===== src/rtl/product_bcd_converter_pkg.sv =====
// -----------------------------------------------------------------------------
// product_bcd_converter_pkg
// Shared definitions for the product binary-to-BCD converter:
//   - state_t        : converter FSM encoding (IDLE, SHIFT, DONE)
//   - ADD3_THRESHOLD : digit value at or above which the add-3 correction applies
//   - ADD3_VALUE     : correction added to a digit before each shift
//   - BCD_BLANK      : code the display driver decodes as an unlit digit
// -----------------------------------------------------------------------------
package product_bcd_converter_pkg;

    typedef enum logic [1:0] {
        IDLE  = 2'd0,
        SHIFT = 2'd1,
        DONE  = 2'd2
    } state_t;

    localparam logic [3:0] ADD3_THRESHOLD = 4'd5;
    localparam logic [3:0] ADD3_VALUE     = 4'd3;
    localparam logic [3:0] BCD_BLANK      = 4'hF;

endpackage : product_bcd_converter_pkg


===== src/rtl/product_bcd_converter_bcd_digit_adjust.sv =====
// -----------------------------------------------------------------------------
// bcd_digit_adjust
// Combinational double-dabble correction for one BCD digit: a digit of 5..9
// gets +3 so that the following left shift carries correctly into the next
// decade. Inputs never exceed 9, so the 4-bit sum cannot overflow.
// Ports:
//   digit_in  [3:0] : scratch digit before the shift
//   digit_out [3:0] : corrected digit
// -----------------------------------------------------------------------------
module bcd_digit_adjust
    import product_bcd_converter_pkg::*;
(
    input  logic [3:0] digit_in,
    output logic [3:0] digit_out
);

    // Add-3 correction ahead of the shift.
    always_comb begin
        digit_out = digit_in;
        if (digit_in >= ADD3_THRESHOLD) begin
            digit_out = digit_in + ADD3_VALUE;
        end else begin
            digit_out = digit_in;
        end
    end

endmodule : bcd_digit_adjust


===== src/rtl/product_bcd_converter.sv =====
// -----------------------------------------------------------------------------
// product_bcd_converter
// Sequential binary-to-BCD converter (shift-add-3 / double dabble) for the
// 8-bit multiplier product. One product bit is consumed per clock; a one-cycle
// done pulse accompanies freshly updated digits. Digit outputs only change on
// completion, so the display never shows intermediate values.
//
// Optional build macro:
//   PRODUCT_BCD_BLANK_EN : leading-zero blanking. A zero hundreds digit is
//                          output as 4'hF; a zero tens digit is output as 4'hF
//                          when hundreds is also zero. Ones is never blanked.
//
// Ports:
//   clk          : system clock, rising edge
//   rst          : asynchronous, active-high reset
//   start        : conversion request, honoured only while idle
//   product      : binary value, captured on the accepted start cycle
//   busy         : high from the cycle after acceptance through the DONE cycle
//   done         : one-cycle pulse, digits are updated in this cycle
//   bcd_hundreds : most significant BCD digit
//   bcd_tens     : middle BCD digit
//   bcd_ones     : least significant BCD digit
// -----------------------------------------------------------------------------
module product_bcd_converter
    import product_bcd_converter_pkg::*;
#(
    parameter int WIDTH  = 8,
    parameter int DIGITS = 3,
    parameter int ITER_W = 4
) (
    input  logic             clk,
    input  logic             rst,
    input  logic             start,
    input  logic [WIDTH-1:0] product,
    output logic             busy,
    output logic             done,
    output logic [3:0]       bcd_hundreds,
    output logic [3:0]       bcd_tens,
    output logic [3:0]       bcd_ones
);

    localparam int BCD_W = DIGITS * 4;

    state_t              state_r;
    state_t              state_nxt_s;
    logic [WIDTH-1:0]    bin_r;
    logic [BCD_W-1:0]    scratch_r;
    logic [ITER_W-1:0]   iter_r;
    logic [BCD_W-1:0]    adj_s;
    logic [BCD_W+WIDTH-1:0] shifted_s;
    logic                last_iter_s;
    logic                busy_r;
    logic                done_r;
    logic [3:0]          hundreds_r;
    logic [3:0]          tens_r;
    logic [3:0]          ones_r;
    logic [3:0]          hundreds_nxt_s;
    logic [3:0]          tens_nxt_s;
    logic [3:0]          ones_nxt_s;

    // One add-3 corrector per scratch digit.
    genvar g;
    generate
        for (g = 0; g < DIGITS; g++) begin : g_adjust
            bcd_digit_adjust u_adjust (
                .digit_in  (scratch_r[g*4 +: 4]),
                .digit_out (adj_s[g*4 +: 4])
            );
        end
    endgenerate

    // Corrected digits and remaining product bits shift left together.
    assign shifted_s   = {adj_s, bin_r} << 1;
    assign last_iter_s = (iter_r == ITER_W'(WIDTH - 1));

    // Next-state logic.
    always_comb begin
        state_nxt_s = state_r;
        case (state_r)
            IDLE: begin
                if (start) begin
                    state_nxt_s = SHIFT;
                end else begin
                    state_nxt_s = IDLE;
                end
            end
            SHIFT: begin
                if (last_iter_s) begin
                    state_nxt_s = DONE;
                end else begin
                    state_nxt_s = SHIFT;
                end
            end
            DONE:    state_nxt_s = IDLE;
            default: state_nxt_s = IDLE;
        endcase
    end

    // Digit values presented at completion, with optional leading-zero blanking.
    always_comb begin
        hundreds_nxt_s = scratch_r[11:8];
        tens_nxt_s     = scratch_r[7:4];
        ones_nxt_s     = scratch_r[3:0];
`ifdef PRODUCT_BCD_BLANK_EN
        if (scratch_r[11:8] == 4'd0) begin
            hundreds_nxt_s = BCD_BLANK;
        end else begin
            hundreds_nxt_s = scratch_r[11:8];
        end
        if ((scratch_r[11:8] == 4'd0) && (scratch_r[7:4] == 4'd0)) begin
            tens_nxt_s = BCD_BLANK;
        end else begin
            tens_nxt_s = scratch_r[7:4];
        end
`else
        hundreds_nxt_s = scratch_r[11:8];
        tens_nxt_s     = scratch_r[7:4];
`endif
    end

    // FSM state and handshake outputs.
    always_ff @(posedge clk or posedge rst) begin
        if (rst) begin
            state_r <= IDLE;
            busy_r  <= 1'b0;
            done_r  <= 1'b0;
        end else begin
            state_r <= state_nxt_s;
            busy_r  <= (state_nxt_s != IDLE);
            done_r  <= (state_r == DONE);
        end
    end

    // Conversion datapath: load, shift-add-3, and output digit capture.
    always_ff @(posedge clk or posedge rst) begin
        if (rst) begin
            bin_r      <= '0;
            scratch_r  <= '0;
            iter_r     <= '0;
            hundreds_r <= 4'h0;
            tens_r     <= 4'h0;
            ones_r     <= 4'h0;
        end else begin
            case (state_r)
                IDLE: begin
                    if (start) begin
                        bin_r     <= product;
                        scratch_r <= '0;
                        iter_r    <= '0;
                    end
                end
                SHIFT: begin
                    {scratch_r, bin_r} <= shifted_s;
                    iter_r             <= iter_r + ITER_W'(1);
                end
                DONE: begin
                    hundreds_r <= hundreds_nxt_s;
                    tens_r     <= tens_nxt_s;
                    ones_r     <= ones_nxt_s;
                end
                default: begin
                    iter_r <= '0;
                end
            endcase
        end
    end

    assign busy         = busy_r;
    assign done         = done_r;
    assign bcd_hundreds = hundreds_r;
    assign bcd_tens     = tens_r;
    assign bcd_ones     = ones_r;

endmodule : product_bcd_converter


===== config.mk =====
export PLATFORM = sky130hd
export DESIGN_NAME = product_bcd_converter
export DESIGN_NICKNAME = d
export VERILOG_FILES = /design/src/rtl/product_bcd_converter_pkg.sv /design/src/rtl/product_bcd_converter_bcd_digit_adjust.sv /design/src/rtl/product_bcd_converter.sv
export SDC_FILE = /design/constraint.sdc
export NUM_CORES = 1
export LEC_CHECK = 0
export CAP_MARGIN = 20
export CORE_AREA = 2 2 68 70
export DETAILED_ROUTE_END_ITERATION = 7
export DIE_AREA = 0 0 70 72
export DONT_BUFFER_PORTS = 1
export MAX_ROUTING_LAYER = met4
export PLACE_DENSITY = 0.59
export SYNTH_ARGS = -nofsm -noshare
export SYNTH_HDL_FRONTEND = slang
export SYNTH_HIERARCHICAL = 1
export SYNTH_SLANG_ARGS = --single-unit
export TNS_END_PERCENT = 1

===== constraint.sdc =====
create_clock -name clk -period 1.5 [get_ports clk]
set_input_delay 0 -clock clk [delete_from_list [all_inputs] [get_ports clk]]
set_output_delay 0 -clock clk [all_outputs]
set_load 0.01 [all_outputs]

==> impl_metrics.prom, run 1 <==
# TYPE chip_impl_metric gauge
chip_impl_info{name="run_status",value="complete, no violations"} 1
chip_impl_info{name="setup.worst_path.end_class",value="flop"} 1
chip_impl_metric{name="fin_worst_hold_slack",unit="ns"} 0.0458
chip_impl_metric{name="filler_cell_count",unit=""} 394
chip_impl_metric{name="setup_viol",unit=""} 0
chip_impl_metric{name="timing.final.crit_period",unit="ns"} 1.42
chip_impl_metric{name="area.sequential",unit="um2"} 1000
chip_impl_metric{name="met3WireLength",unit="um"} 156
chip_impl_metric{name="route.vias.total",unit=""} 1190
chip_impl_metric{name="drt_iter0_markers",unit=""} 47
chip_impl_info{name="timing_worst_setup_path_type",value="reg2reg"} 1
chip_impl_metric{name="die_x",unit="um"} 70
chip_impl_metric{name="antenna_violations_before_repair",unit=""} 0
chip_impl_metric{name="port-buffer-count",unit=""} 0
chip_impl_metric{name="grt_overflow",unit=""} 0
chip_impl_metric{name="cts_htree_levels",unit=""} 2
chip_impl_info{name="clock_tree_from_tritoncts",value="done"} 1
chip_impl_info{name="final_common_cell",value="dfrtp_1"} 1
chip_impl_metric{name="initial_core_util",unit="%"} 43.7
chip_impl_metric{name="slew_viol_final",unit=""} 0
chip_impl_metric{name="worst_slew_pin_slew",unit="ns"} 0.493
chip_impl_metric{name="met1Wirelength",unit="um"} 1440
chip_impl_metric{name="timing.setup.tns",unit="ns"} 0
chip_impl_metric{name="clock_insertion_delay_worst_skew",unit="ns"} 0.29
chip_impl_metric{name="crit_fanout",unit=""} 3
chip_impl_metric{name="stdcell_area",unit="um2"} 2140
chip_impl_metric{name="synthCells",unit=""} 158
chip_impl_metric{name="switching_fraction_of_total_power",unit="%"} 36.9
chip_impl_metric{name="worstPathRequired",unit="ns"} 1.73
chip_impl_metric{name="fp.dieArea",unit="um2"} 5040
chip_impl_info{name="clock_tree.root_cell",value="clkbuf_8"} 1
chip_impl_metric{name="syn-cell-area",unit="um2"} 1860
chip_impl_metric{name="globalRouteTotalUtil",unit="%"} 15.1
chip_impl_metric{name="net_switching_component_of_the_power",unit="W"} 0.00171
chip_impl_metric{name="detailed_route_wire_length_per_cell",unit="um"} 14.2
chip_impl_metric{name="timing.fmax",unit="MHz"} 706
chip_impl_metric{name="dpl-instance-area",unit="um2"} 1950
chip_impl_metric{name="num_rows",unit=""} 24
chip_impl_metric{name="cts.clk_slew.worst_paths",unit="ns"} 0.07
chip_impl_metric{name="worstPathArrival",unit="ns"} 1.64
chip_impl_metric{name="cts-buffers-inserted",unit=""} 5
chip_impl_info{name="hold_class",value="in2reg"} 1
chip_impl_metric{name="first_pass_grt_wire_length",unit="um"} 5700
chip_impl_info{name="route.top_layer_used",value="met4"} 1
chip_impl_metric{name="drv.max_cap_violation_count",unit=""} 0
chip_impl_metric{name="gp_congestion",unit=""} 0.706
chip_impl_metric{name="area_growth",unit="%"} 14.8
chip_impl_metric{name="final_nets",unit=""} 195
chip_impl_metric{name="power.static_leakage",unit="nW"} 1.07
chip_impl_metric{name="finalHoldViolCount",unit=""} 0
chip_impl_info{name="cp-start-kind",value="flop"} 1
chip_impl_metric{name="final.period_utilization",unit="%"} 94.4
chip_impl_metric{name="clock_power_share",unit="%"} 13.7
chip_impl_metric{name="power.density",unit="nW/um2"} 2170
chip_impl_metric{name="skew",unit="ns"} 0.00531
chip_impl_metric{name="multi_input_comb_area",unit="um2"} 788
chip_impl_metric{name="grt_pass1_vias",unit=""} 1248
chip_impl_metric{name="intPower",unit="W"} 0.00292
chip_impl_metric{name="detail_route.wirelength",unit="um"} 3230
chip_impl_metric{name="comb_power_share",unit="%"} 43.0
chip_impl_metric{name="pin_count_of_the_biggest_net_entering_global_routing",unit=""} 41
chip_impl_metric{name="route.antenna.remaining_nets",unit=""} 0
chip_impl_metric{name="max-clock-path-buffers",unit=""} 2
chip_impl_metric{name="diodes",unit=""} 0
chip_impl_metric{name="detailed_router_iteration_count_before_antenna_repair",unit=""} 4
chip_impl_metric{name="totalPowerFinal",unit="W"} 0.00463
chip_impl_metric{name="seq_power_share",unit="%"} 43.3
chip_impl_metric{name="synth_nets",unit=""} 176
chip_impl_metric{name="power.ir.vdd_worst",unit="mV"} 0.803
chip_impl_metric{name="pin_count",unit=""} 25
chip_impl_metric{name="drt-vias-per-instance",unit=""} 5.24
chip_impl_metric{name="dp_hpwl",unit="um"} 2230
chip_impl_metric{name="die_h",unit="um"} 72
chip_impl_metric{name="worst_case_headroom_to_the_max_slew_limit",unit="%"} 67.1
chip_impl_metric{name="ys.warnings.count",unit=""} 6
chip_impl_metric{name="syn-mean-instance-area",unit="um2"} 11.8
chip_impl_metric{name="cts.sinks",unit=""} 40
chip_impl_metric{name="wl_met2",unit="um"} 1550
chip_impl_info{name="layout.cells.most_common_list",value="dfrtp_1 (40), nand2_1 (20), a22o_1 (15)"} 1
chip_impl_metric{name="drt_drc_violations_left",unit=""} 0
chip_impl_metric{name="final_layout_size_suffix_gt1_share",unit="%"} 21.1
chip_impl_metric{name="floorplan.core_area",unit="um2"} 4260
## state kept, by name (all words and copies together), names as in the netlist
register,cells
bcd_hundreds,4
iter_r,4
bin_r,8
done,1
bcd_ones,4
scratch_r,12
state_r,2
bcd_tens,4
busy,1
## through the flow
step                worst slack (ns)  std cells  utilization [%]
floorplan                      0.159        158                -
global placement               0.151        212             45.8
detailed placement            0.0643        212             45.8
CTS                           0.0332        226             49.5
global route                -0.00662        227             50.1
finish                        0.0841        227             50.1
## power by group through the flow
stage               Sequential [W]  Clock [W]  Combinational, W
finish                     0.00201   0.000633           0.00199
global route               0.00209   0.000716           0.00224
CTS                        0.00200   0.000662           0.00194
detailed placement         0.00202          0           0.00191
global placement           0.00199          0           0.00180
floorplan                  0.00193          0           0.00161
## critical path: stages (launching register included)
cell and delay, ns:
dfrtp_1 0.39, inv_2 0.07, ha_1 0.17, nand2b_1 0.17, a21oi_2 0.19, mux2i_1 0.22
a22o_1 0.15
## layout make-up
class                           count  area share, %
Inverter                           10           1.76
Clock buffer                        5           3.22
Sequential cell                    40           46.8
Multi-Input combinational cell    101           36.9
Tap cell                           52           3.04
Timing Repair Buffer               19           8.31
## worst paths after layout
kind / from / end / slack, ns / depth (start not counted)
min: start / busy$_DFF_PP0_ / 0.05 / 3
min in group asynchronous: rst / bcd_ones[2]$_DFFE_PP0N_ / 0.28 / 3
max: scratch_r[5]$_DFFE_PP0P_ / scratch_r[6]$_DFFE_PP0P_ / 0.08 / 6
max in group asynchronous: rst / iter_r[2]$_DFFE_PP0P_ / 0.88 / 3
min reg2reg: bin_r[3]$_DFFE_PP0P_ / bin_r[3]$_DFFE_PP0P_ / 0.49 / 2
max reg2reg: scratch_r[5]$_DFFE_PP0P_ / scratch_r[6]$_DFFE_PP0P_ / 0.08 / 6
## layer usage
layer | track usage [%] | vias up
li1 | - | 576
met1 | 16.9 | 581
met2 | 24.2 | 26
met3 | 5.56 | 7
met4 | 7.26 | 0
met5 | - | -
## timing repair
| action | in CTS | in global routing |
|---|---|---|
| setup buffers | 0 | 1 |
| setup endpoints to repair | 0 | 4 |
| hold buffers | 9 | 0 |
| resized for setup | 0 | 5 |
| endpoints found under the hold margin | 48 | 0 |
(Power assumes the default switching activity.)
==> inputs of run 2 (changes only) <==
==> constraint.sdc (replaced) <==
create_clock -name clk -period 1.5 [get_ports clk]
set_input_delay 0.3 -clock clk [delete_from_list [all_inputs] [get_ports clk]]
set_output_delay 0.3 -clock clk [all_outputs]
set_load 0.01 [all_outputs]
==> run 2 against run 1 <==
Compared with the run above: first-iteration DRC count increased by 32%; non-clock buffer count shrank 11; sequential share of layout area increased by 2.2 points; cell count shrank 3.5%; clock power increased by 14%; global-route usage fell by 0.62 points; wire length fell by 2.9%; worst hold slack got worse by 0.021 ns; clock skew down 0.0013 ns; die area stayed put; critical path depth down 1; worst setup slack got worse by 0.012 ns.
==> impl_metrics.prom, run 2 (synthesis results as in run 1) <==
# TYPE chip_impl_metric gauge
chip_impl_info{name="most_flop_heavy_register",value="scratch_r"} 1
chip_impl_info{name="clock_tree_from_tritoncts",value="done"} 1
chip_impl_info{name="timing_worst_setup_path_type",value="reg2reg"} 1
chip_impl_metric{name="worst_case_headroom_to_the_max_slew_limit",unit="%"} 66.6
chip_impl_metric{name="initial_core_util",unit="%"} 43.7
chip_impl_metric{name="wl_met2",unit="um"} 1490
chip_impl_metric{name="worstPathRequired",unit="ns"} 1.67
chip_impl_metric{name="cts-buffers-inserted",unit=""} 5
chip_impl_info{name="layout.cells.most_common_list",value="dfrtp_1 (37), nand2_1 (20), a22o_1 (15)"} 1
chip_impl_info{name="timing.critical_path.cells",value="ha_1 -> nand2b_1 -> a21oi_2 -> mux2i_1 -> a22o_1"} 1
chip_impl_metric{name="num_rows",unit=""} 24
chip_impl_metric{name="drt_drc_violations_left",unit=""} 0
chip_impl_metric{name="dp_hpwl",unit="um"} 2160
chip_impl_metric{name="timing.final.crit_period",unit="ns"} 1.43
chip_impl_info{name="route.top_layer_used",value="met4"} 1
chip_impl_metric{name="worst-r2r-cell-count",unit=""} 5
chip_impl_metric{name="route.antenna.remaining_nets",unit=""} 0
chip_impl_metric{name="power.ir.vdd_worst",unit="mV"} 1.08
chip_impl_metric{name="timing.fmax",unit="MHz"} 700
chip_impl_metric{name="intPower",unit="W"} 0.00294
chip_impl_metric{name="clock_power_share",unit="%"} 15.7
chip_impl_metric{name="power.static_leakage",unit="nW"} 1.02
chip_impl_metric{name="comb_power_share",unit="%"} 40.4
chip_impl_metric{name="net_switching_component_of_the_power",unit="W"} 0.00167
chip_impl_metric{name="grt_pass1_vias",unit=""} 1264
chip_impl_info{name="run_status",value="complete, no violations"} 1
chip_impl_info{name="largest_registers",value="scratch_r: 12 flops, bin_r: 8 flops"} 1
chip_impl_metric{name="met3WireLength",unit="um"} 150
chip_impl_metric{name="met1Wirelength",unit="um"} 1450
chip_impl_metric{name="setup_viol",unit=""} 0
chip_impl_metric{name="finalHoldViolCount",unit=""} 0
chip_impl_metric{name="grt_overflow",unit=""} 0
chip_impl_metric{name="timing.setup.tns",unit="ns"} 0
chip_impl_metric{name="clock_insertion_delay_worst_skew",unit="ns"} 0.28
chip_impl_metric{name="slew_viol_final",unit=""} 0
chip_impl_metric{name="gp_congestion",unit=""} 0.780
chip_impl_info{name="hold_class",value="in2async"} 1
chip_impl_metric{name="cts.clk_slew.worst_paths",unit="ns"} 0.07
chip_impl_metric{name="drv.max_cap_violation_count",unit=""} 0
chip_impl_metric{name="dpl-instance-area",unit="um2"} 1940
chip_impl_info{name="r2r_end",value="scratch_r[2]$_DFFE_PP0P_"} 1
chip_impl_metric{name="seq_power_share",unit="%"} 43.9
chip_impl_metric{name="worstPathArrival",unit="ns"} 1.60
chip_impl_metric{name="cts.sinks",unit=""} 40
chip_impl_metric{name="final_nets",unit=""} 184
chip_impl_metric{name="fp.dieArea",unit="um2"} 5040
chip_impl_metric{name="cts_htree_levels",unit=""} 2
chip_impl_metric{name="drt_iter0_markers",unit=""} 62
chip_impl_metric{name="detailed_route_wire_length_per_cell",unit="um"} 14.3
chip_impl_metric{name="post_cts_hold_buffer_count",unit=""} 0
chip_impl_metric{name="floorplan.core_area",unit="um2"} 4260
chip_impl_info{name="setup.worst_path.end_class",value="flop"} 1
chip_impl_metric{name="pin_count",unit=""} 25
chip_impl_metric{name="max-clock-path-buffers",unit=""} 2
chip_impl_metric{name="switching_fraction_of_total_power",unit="%"} 36.2
chip_impl_metric{name="detailed_router_iteration_count_before_antenna_repair",unit=""} 2
chip_impl_metric{name="power.density",unit="nW/um2"} 2240
chip_impl_metric{name="pin_count_of_the_biggest_net_entering_global_routing",unit=""} 41
chip_impl_metric{name="r2r_setup_slack",unit="ns"} 0.07
chip_impl_metric{name="critical_path.max_stage_delay",unit="ns"} 0.44
chip_impl_metric{name="diodes",unit=""} 0
chip_impl_info{name="final_common_cell",value="dfrtp_1"} 1
chip_impl_metric{name="worst_slew_pin_slew",unit="ns"} 0.500
chip_impl_metric{name="globalRouteTotalUtil",unit="%"} 14.5
chip_impl_metric{name="area_growth",unit="%"} 10.1
chip_impl_metric{name="port-buffer-count",unit=""} 0
chip_impl_metric{name="antenna_violations_before_repair",unit=""} 0
chip_impl_metric{name="final.period_utilization",unit="%"} 95.2
chip_impl_info{name="timing.rr.start",value="scratch_r[0]$_DFFE_PP0P_"} 1
chip_impl_metric{name="drt-vias-per-instance",unit=""} 5.24
chip_impl_metric{name="crit_fanout",unit=""} 6
chip_impl_metric{name="detail_route.wirelength",unit="um"} 3130
chip_impl_metric{name="stdcell_area",unit="um2"} 2050
chip_impl_info{name="grt_setup_unrepaired",value="true"} 1
chip_impl_metric{name="die_h",unit="um"} 72
chip_impl_info{name="cp-start-kind",value="flop"} 1
chip_impl_metric{name="largest_register_ff_count",unit=""} 12
chip_impl_metric{name="die_x",unit="um"} 70
chip_impl_metric{name="route.vias.total",unit=""} 1148
chip_impl_info{name="clock_tree.root_cell",value="clkbuf_8"} 1
chip_impl_metric{name="first_pass_grt_wire_length",unit="um"} 5670
chip_impl_info{name="worstSetupStartpoint",value="scratch_r[0]$_DFFE_PP0P_"} 1
chip_impl_metric{name="final_layout_size_suffix_gt1_share",unit="%"} 22.8
chip_impl_info{name="crit_path_top_delay_cell",value="dfrtp_2"} 1
chip_impl_metric{name="skew",unit="ns"} 0.00403
## run 2: cell count changes in the layout (fill, tap and decap cells not counted), sizes merged
cell	before	now
buf	10	8
clkbuf	5	8
dlygate4sd3	9	0
## run 2: stage by stage
step                      hold WS [ns]  utilization, %  power, W  setup WS (ns)  instances
after floorplan                  0.449               -   0.00354          0.159        158
after global placement           0.344            45.4   0.00376          0.116        210
after detailed placement         0.349            45.4   0.00388         0.0501        210
after CTS                       0.0403            47.5   0.00461         0.0296        218
after global routing            0.0669            48.1   0.00502        -0.0170        219
final                           0.0247            48.1   0.00460         0.0722        219
## run 2: power by group through the flow
stage          clock network [W]  logic [W]  registers (W)
2_1_floorplan                  0    0.00161        0.00193
3_3_place_gp                   0    0.00175        0.00201
3_5_place_dp                   0    0.00185        0.00203
4_1_cts                 0.000745    0.00185        0.00202
5_1_grt                 0.000792    0.00214        0.00209
6_report                0.000721    0.00186        0.00202
## run 2: worst max path at each step
stage / endpoint / depth (start not counted)
6_report: scratch_r[2]$_DFFE_PP0P_ / 5
5_1_grt: scratch_r[2]$_DFFE_PP0P_ / 6
4_1_cts: scratch_r[6]$_DFFE_PP0P_ / 5
3_5_place_dp: scratch_r[6]$_DFFE_PP0P_ / 5
3_3_place_gp: scratch_r[6]$_DFFE_PP0P_ / 5
2_1_floorplan: scratch_r[2]$_DFFE_PP0P_ / 5
## run 2: metal layers
| metal | global-route usage (%) | vias to the layer above |
|---|---|---|
| met4 | 6.20 | 0 |
| li1 | - | 555 |
| met2 | 23.5 | 27 |
| met1 | 16.9 | 562 |
| met5 | - | - |
| met3 | 4.44 | 4 |
## run 2: final cells by class
| type | instances | area [um2] |
|---|---|---|
| Fill cell | 386 | 2210 |
| Sequential cell | 40 | 1000 |
| Multi-Input combinational cell | 101 | 781 |
| Clock buffer | 8 | 90.1 |
| Timing Repair Buffer | 8 | 72.6 |
| Tap cell | 52 | 65.1 |
| Inverter | 10 | 37.5 |
## run 2: worst max-delay path, delay by kind of cell (launching register included)
family                     cells  cell delay, ns
DFF                            1            0.44
and+or+nand+nor                1            0.17
adders and majority gates      1            0.20
muxes                          1            0.09
AOI/OAI and AO/OA              2            0.40
## run 2: repair_timing
action / in CTS / in global routing
resized for setup: 0 / 7
setup endpoints to repair: 0 / 6
buffers inserted: 0 / 1
endpoints found under the hold margin: 0 / 0
==> inputs of run 3 (changes only) <==
Clock period 1.5 ns to 1.75 ns, I/O delays scaled along.
==> run 3 against run 2 <==
Compared with the run above: fmax is 0.87% lower; critical path type unchanged; first-iteration DRC count decreased by 15%; clock skew up 0.0046 ns; largest cell class unchanged; critical path depth up 1; count of clock-buffer cells in the layout decreased by 2.
==> impl_metrics.prom, run 3 (synthesis results as in run 1) <==
# TYPE chip_impl_metric gauge
chip_impl_info{name="crit_path_top_delay_cell",value="dfrtp_1"} 1
chip_impl_info{name="most_flop_heavy_register",value="scratch_r"} 1
chip_impl_metric{name="layout_utilization",unit="%"} 46.8
chip_impl_metric{name="intPower",unit="W"} 0.00242
chip_impl_info{name="r2r_end",value="scratch_r[6]$_DFFE_PP0P_"} 1
chip_impl_metric{name="drt_drc_violations_left",unit=""} 0
chip_impl_metric{name="pin_count_of_the_biggest_net_entering_global_routing",unit=""} 41
chip_impl_metric{name="largest_register_ff_count",unit=""} 12
chip_impl_metric{name="switching_fraction_of_total_power",unit="%"} 36.7
chip_impl_metric{name="detail_route.wirelength",unit="um"} 3050
chip_impl_metric{name="diodes",unit=""} 0
chip_impl_metric{name="detailed_route_wire_length_per_cell",unit="um"} 14.1
chip_impl_metric{name="cts-buffers-inserted",unit=""} 5
chip_impl_metric{name="skew",unit="ns"} 0.00867
chip_impl_info{name="setup.worst_path.end_class",value="flop"} 1
chip_impl_metric{name="post_cts_hold_buffer_count",unit=""} 0
chip_impl_metric{name="max-clock-path-buffers",unit=""} 2
chip_impl_info{name="clock_tree.root_cell",value="clkbuf_8"} 1
chip_impl_metric{name="filler_cell_count",unit=""} 404
chip_impl_metric{name="final_layout_size_suffix_gt1_share",unit="%"} 18.3
chip_impl_metric{name="route.antenna.remaining_nets",unit=""} 0
chip_impl_metric{name="power.density",unit="nW/um2"} 1920
chip_impl_metric{name="area_growth",unit="%"} 7.05
chip_impl_metric{name="route.vias.total",unit=""} 1127
chip_impl_metric{name="comb_power_share",unit="%"} 39.9
chip_impl_info{name="clock_tree_from_tritoncts",value="done"} 1
chip_impl_metric{name="cts.sinks",unit=""} 40
chip_impl_info{name="timing_worst_setup_path_type",value="reg2reg"} 1
chip_impl_metric{name="setup_viol",unit=""} 0
chip_impl_metric{name="floorplan.core_area",unit="um2"} 4260
chip_impl_metric{name="die_x",unit="um"} 70
chip_impl_info{name="grt_setup_unrepaired",value="false"} 1
chip_impl_metric{name="clock_power_share",unit="%"} 14.8
chip_impl_metric{name="detailed_router_iteration_count_before_antenna_repair",unit=""} 4
chip_impl_metric{name="grt_overflow",unit=""} 0
chip_impl_metric{name="final_nets",unit=""} 182
chip_impl_metric{name="post-place-ws",unit="ns"} 0.308
chip_impl_metric{name="timing.final.crit_period",unit="ns"} 1.44
chip_impl_metric{name="num_rows",unit=""} 24
chip_impl_metric{name="power.static_leakage",unit="nW"} 1.01
chip_impl_metric{name="worstPathArrival",unit="ns"} 1.67
chip_impl_metric{name="r2r_setup_slack",unit="ns"} 0.31
chip_impl_metric{name="drt-vias-per-instance",unit=""} 5.22
chip_impl_metric{name="drv.max_cap_violation_count",unit=""} 0
chip_impl_metric{name="globalRouteTotalUtil",unit="%"} 14.6
chip_impl_info{name="timing.critical_path.cells",value="inv_1 -> ha_1 -> nand2b_1 -> a21oi_2 -> mux2i_1 -> a22o_1"} 1
chip_impl_info{name="run_status",value="complete, no violations"} 1
chip_impl_metric{name="initial_core_util",unit="%"} 43.7
chip_impl_metric{name="fp.dieArea",unit="um2"} 5040
chip_impl_metric{name="cts_htree_levels",unit=""} 2
chip_impl_metric{name="cts.clk_slew.worst_paths",unit="ns"} 0.07
chip_impl_info{name="largest_registers",value="scratch_r: 12 flops, bin_r: 8 flops"} 1
chip_impl_metric{name="grt_pass1_vias",unit=""} 1217
chip_impl_metric{name="finalHoldViolCount",unit=""} 0
chip_impl_metric{name="critical_path.max_stage_delay",unit="ns"} 0.41
chip_impl_metric{name="drt_iter0_markers",unit=""} 53
chip_impl_info{name="layout.cells.most_common_list",value="dfrtp_1 (40), nand2_1 (20), a22o_1 (15)"} 1
chip_impl_metric{name="crit_fanout",unit=""} 4
chip_impl_metric{name="dp_hpwl",unit="um"} 2140
chip_impl_info{name="final_common_cell",value="dfrtp_1"} 1
chip_impl_metric{name="slew_viol_final",unit=""} 0
chip_impl_metric{name="power.ir.vdd_worst",unit="mV"} 0.921
chip_impl_metric{name="clock_insertion_delay_worst_skew",unit="ns"} 0.29
chip_impl_metric{name="dpl-instance-area",unit="um2"} 1920
chip_impl_info{name="cp-start-kind",value="flop"} 1
chip_impl_metric{name="antenna_violations_before_repair",unit=""} 0
chip_impl_metric{name="fin_worst_hold_slack",unit="ns"} 0.0662
chip_impl_metric{name="pin_count",unit=""} 25
chip_impl_metric{name="final.period_utilization",unit="%"} 82.3
chip_impl_info{name="timing.rr.start",value="scratch_r[5]$_DFFE_PP0P_"} 1
chip_impl_metric{name="worst_slew_pin_slew",unit="ns"} 0.492
chip_impl_metric{name="net_switching_component_of_the_power",unit="W"} 0.00140
chip_impl_metric{name="stdcell_area",unit="um2"} 1990
chip_impl_metric{name="gp_congestion",unit=""} 0.739
chip_impl_metric{name="seq_power_share",unit="%"} 45.4
chip_impl_info{name="hold_class",value="in2async"} 1
chip_impl_metric{name="cts.repair_timing.setup_buffer_count",unit=""} 0
chip_impl_metric{name="die_h",unit="um"} 72
chip_impl_metric{name="timing.setup.tns",unit="ns"} 0
chip_impl_metric{name="worst_case_headroom_to_the_max_slew_limit",unit="%"} 67.2
chip_impl_metric{name="timing.final.ws_setup",unit="ns"} 0.310
chip_impl_metric{name="post_cts_resized",unit=""} 0
chip_impl_metric{name="port-buffer-count",unit=""} 0
chip_impl_metric{name="timing.fmax",unit="MHz"} 694
chip_impl_metric{name="worst-r2r-cell-count",unit=""} 6
chip_impl_metric{name="first_pass_grt_wire_length",unit="um"} 5550
chip_impl_metric{name="worstPathRequired",unit="ns"} 1.98
run 3: changes by cell type in the layout (fill, tap and decap cells not counted), sizes merged:
cell,delta
clkbuf,-2
buf,-2
clkinv,+1
run 3: power groups by stage:
stage	Sequential, W	Combinational [W]	Clock, W
2_1_floorplan	0.00165	0.00138	0
3_3_place_gp	0.00173	0.00148	0
3_5_place_dp	0.00175	0.00155	0
4_1_cts	0.00174	0.00156	0.000595
5_1_grt	0.00180	0.00172	0.000635
6_report	0.00173	0.00152	0.000565
run 3: worst max-delay path by stage:
stage | start | endpoint | depth (start not counted)
CTS | scratch_r[5]$_DFFE_PP0P_ | scratch_r[6]$_DFFE_PP0P_ | 6
global placement | scratch_r[0]$_DFFE_PP0P_ | scratch_r[2]$_DFFE_PP0P_ | 5
floorplan | scratch_r[0]$_DFFE_PP0P_ | scratch_r[2]$_DFFE_PP0P_ | 5
global route | scratch_r[5]$_DFFE_PP0P_ | scratch_r[6]$_DFFE_PP0P_ | 6
finish | scratch_r[5]$_DFFE_PP0P_ | scratch_r[6]$_DFFE_PP0P_ | 6
detailed placement | scratch_r[5]$_DFFE_PP0P_ | scratch_r[6]$_DFFE_PP0P_ | 6
run 3: layer usage:
| metal | routed length (um) | share of wire (%) | vias up | track usage (%) |
|---|---|---|---|---|
| met5 | 0 | 0 | - | - |
| li1 | - | - | 552 | - |
| met4 | 66 | 2.2 | 0 | 6.41 |
| met1 | 1430 | 47 | 543 | 17.4 |
| met3 | 130 | 4.3 | 8 | 4.72 |
| met2 | 1420 | 47 | 24 | 22.9 |
run 3: worst max-delay path: cells and delay by family (launching register included):
family,cells,cell delay (ns)
simple gates,1,0.10
fa+ha+maj,1,0.20
buf+inv,1,0.11
compound gates,2,0.34
flops,1,0.41
mux,1,0.21
run 3: area by class of cell:
class / count / area, um2 / area share, %
clock buffers: 6 / 72.6 / 3.64
clock inverters: 1 / 5.00 / 0.251
inverters: 10 / 37.5 / 1.88
multi-input cells: 101 / 768 / 38.5
flip-flops and latches: 40 / 1000 / 50.2
well taps: 52 / 65.1 / 3.26
repair buffers: 6 / 45.0 / 2.26
run 3: per-stage QoR:
step           total power [W]  std cells
2_1_floorplan          0.00303        158
3_3_place_gp           0.00321        209
3_5_place_dp           0.00331        209
4_1_cts                0.00389        216
5_1_grt                0.00416        216
6_report               0.00382        216
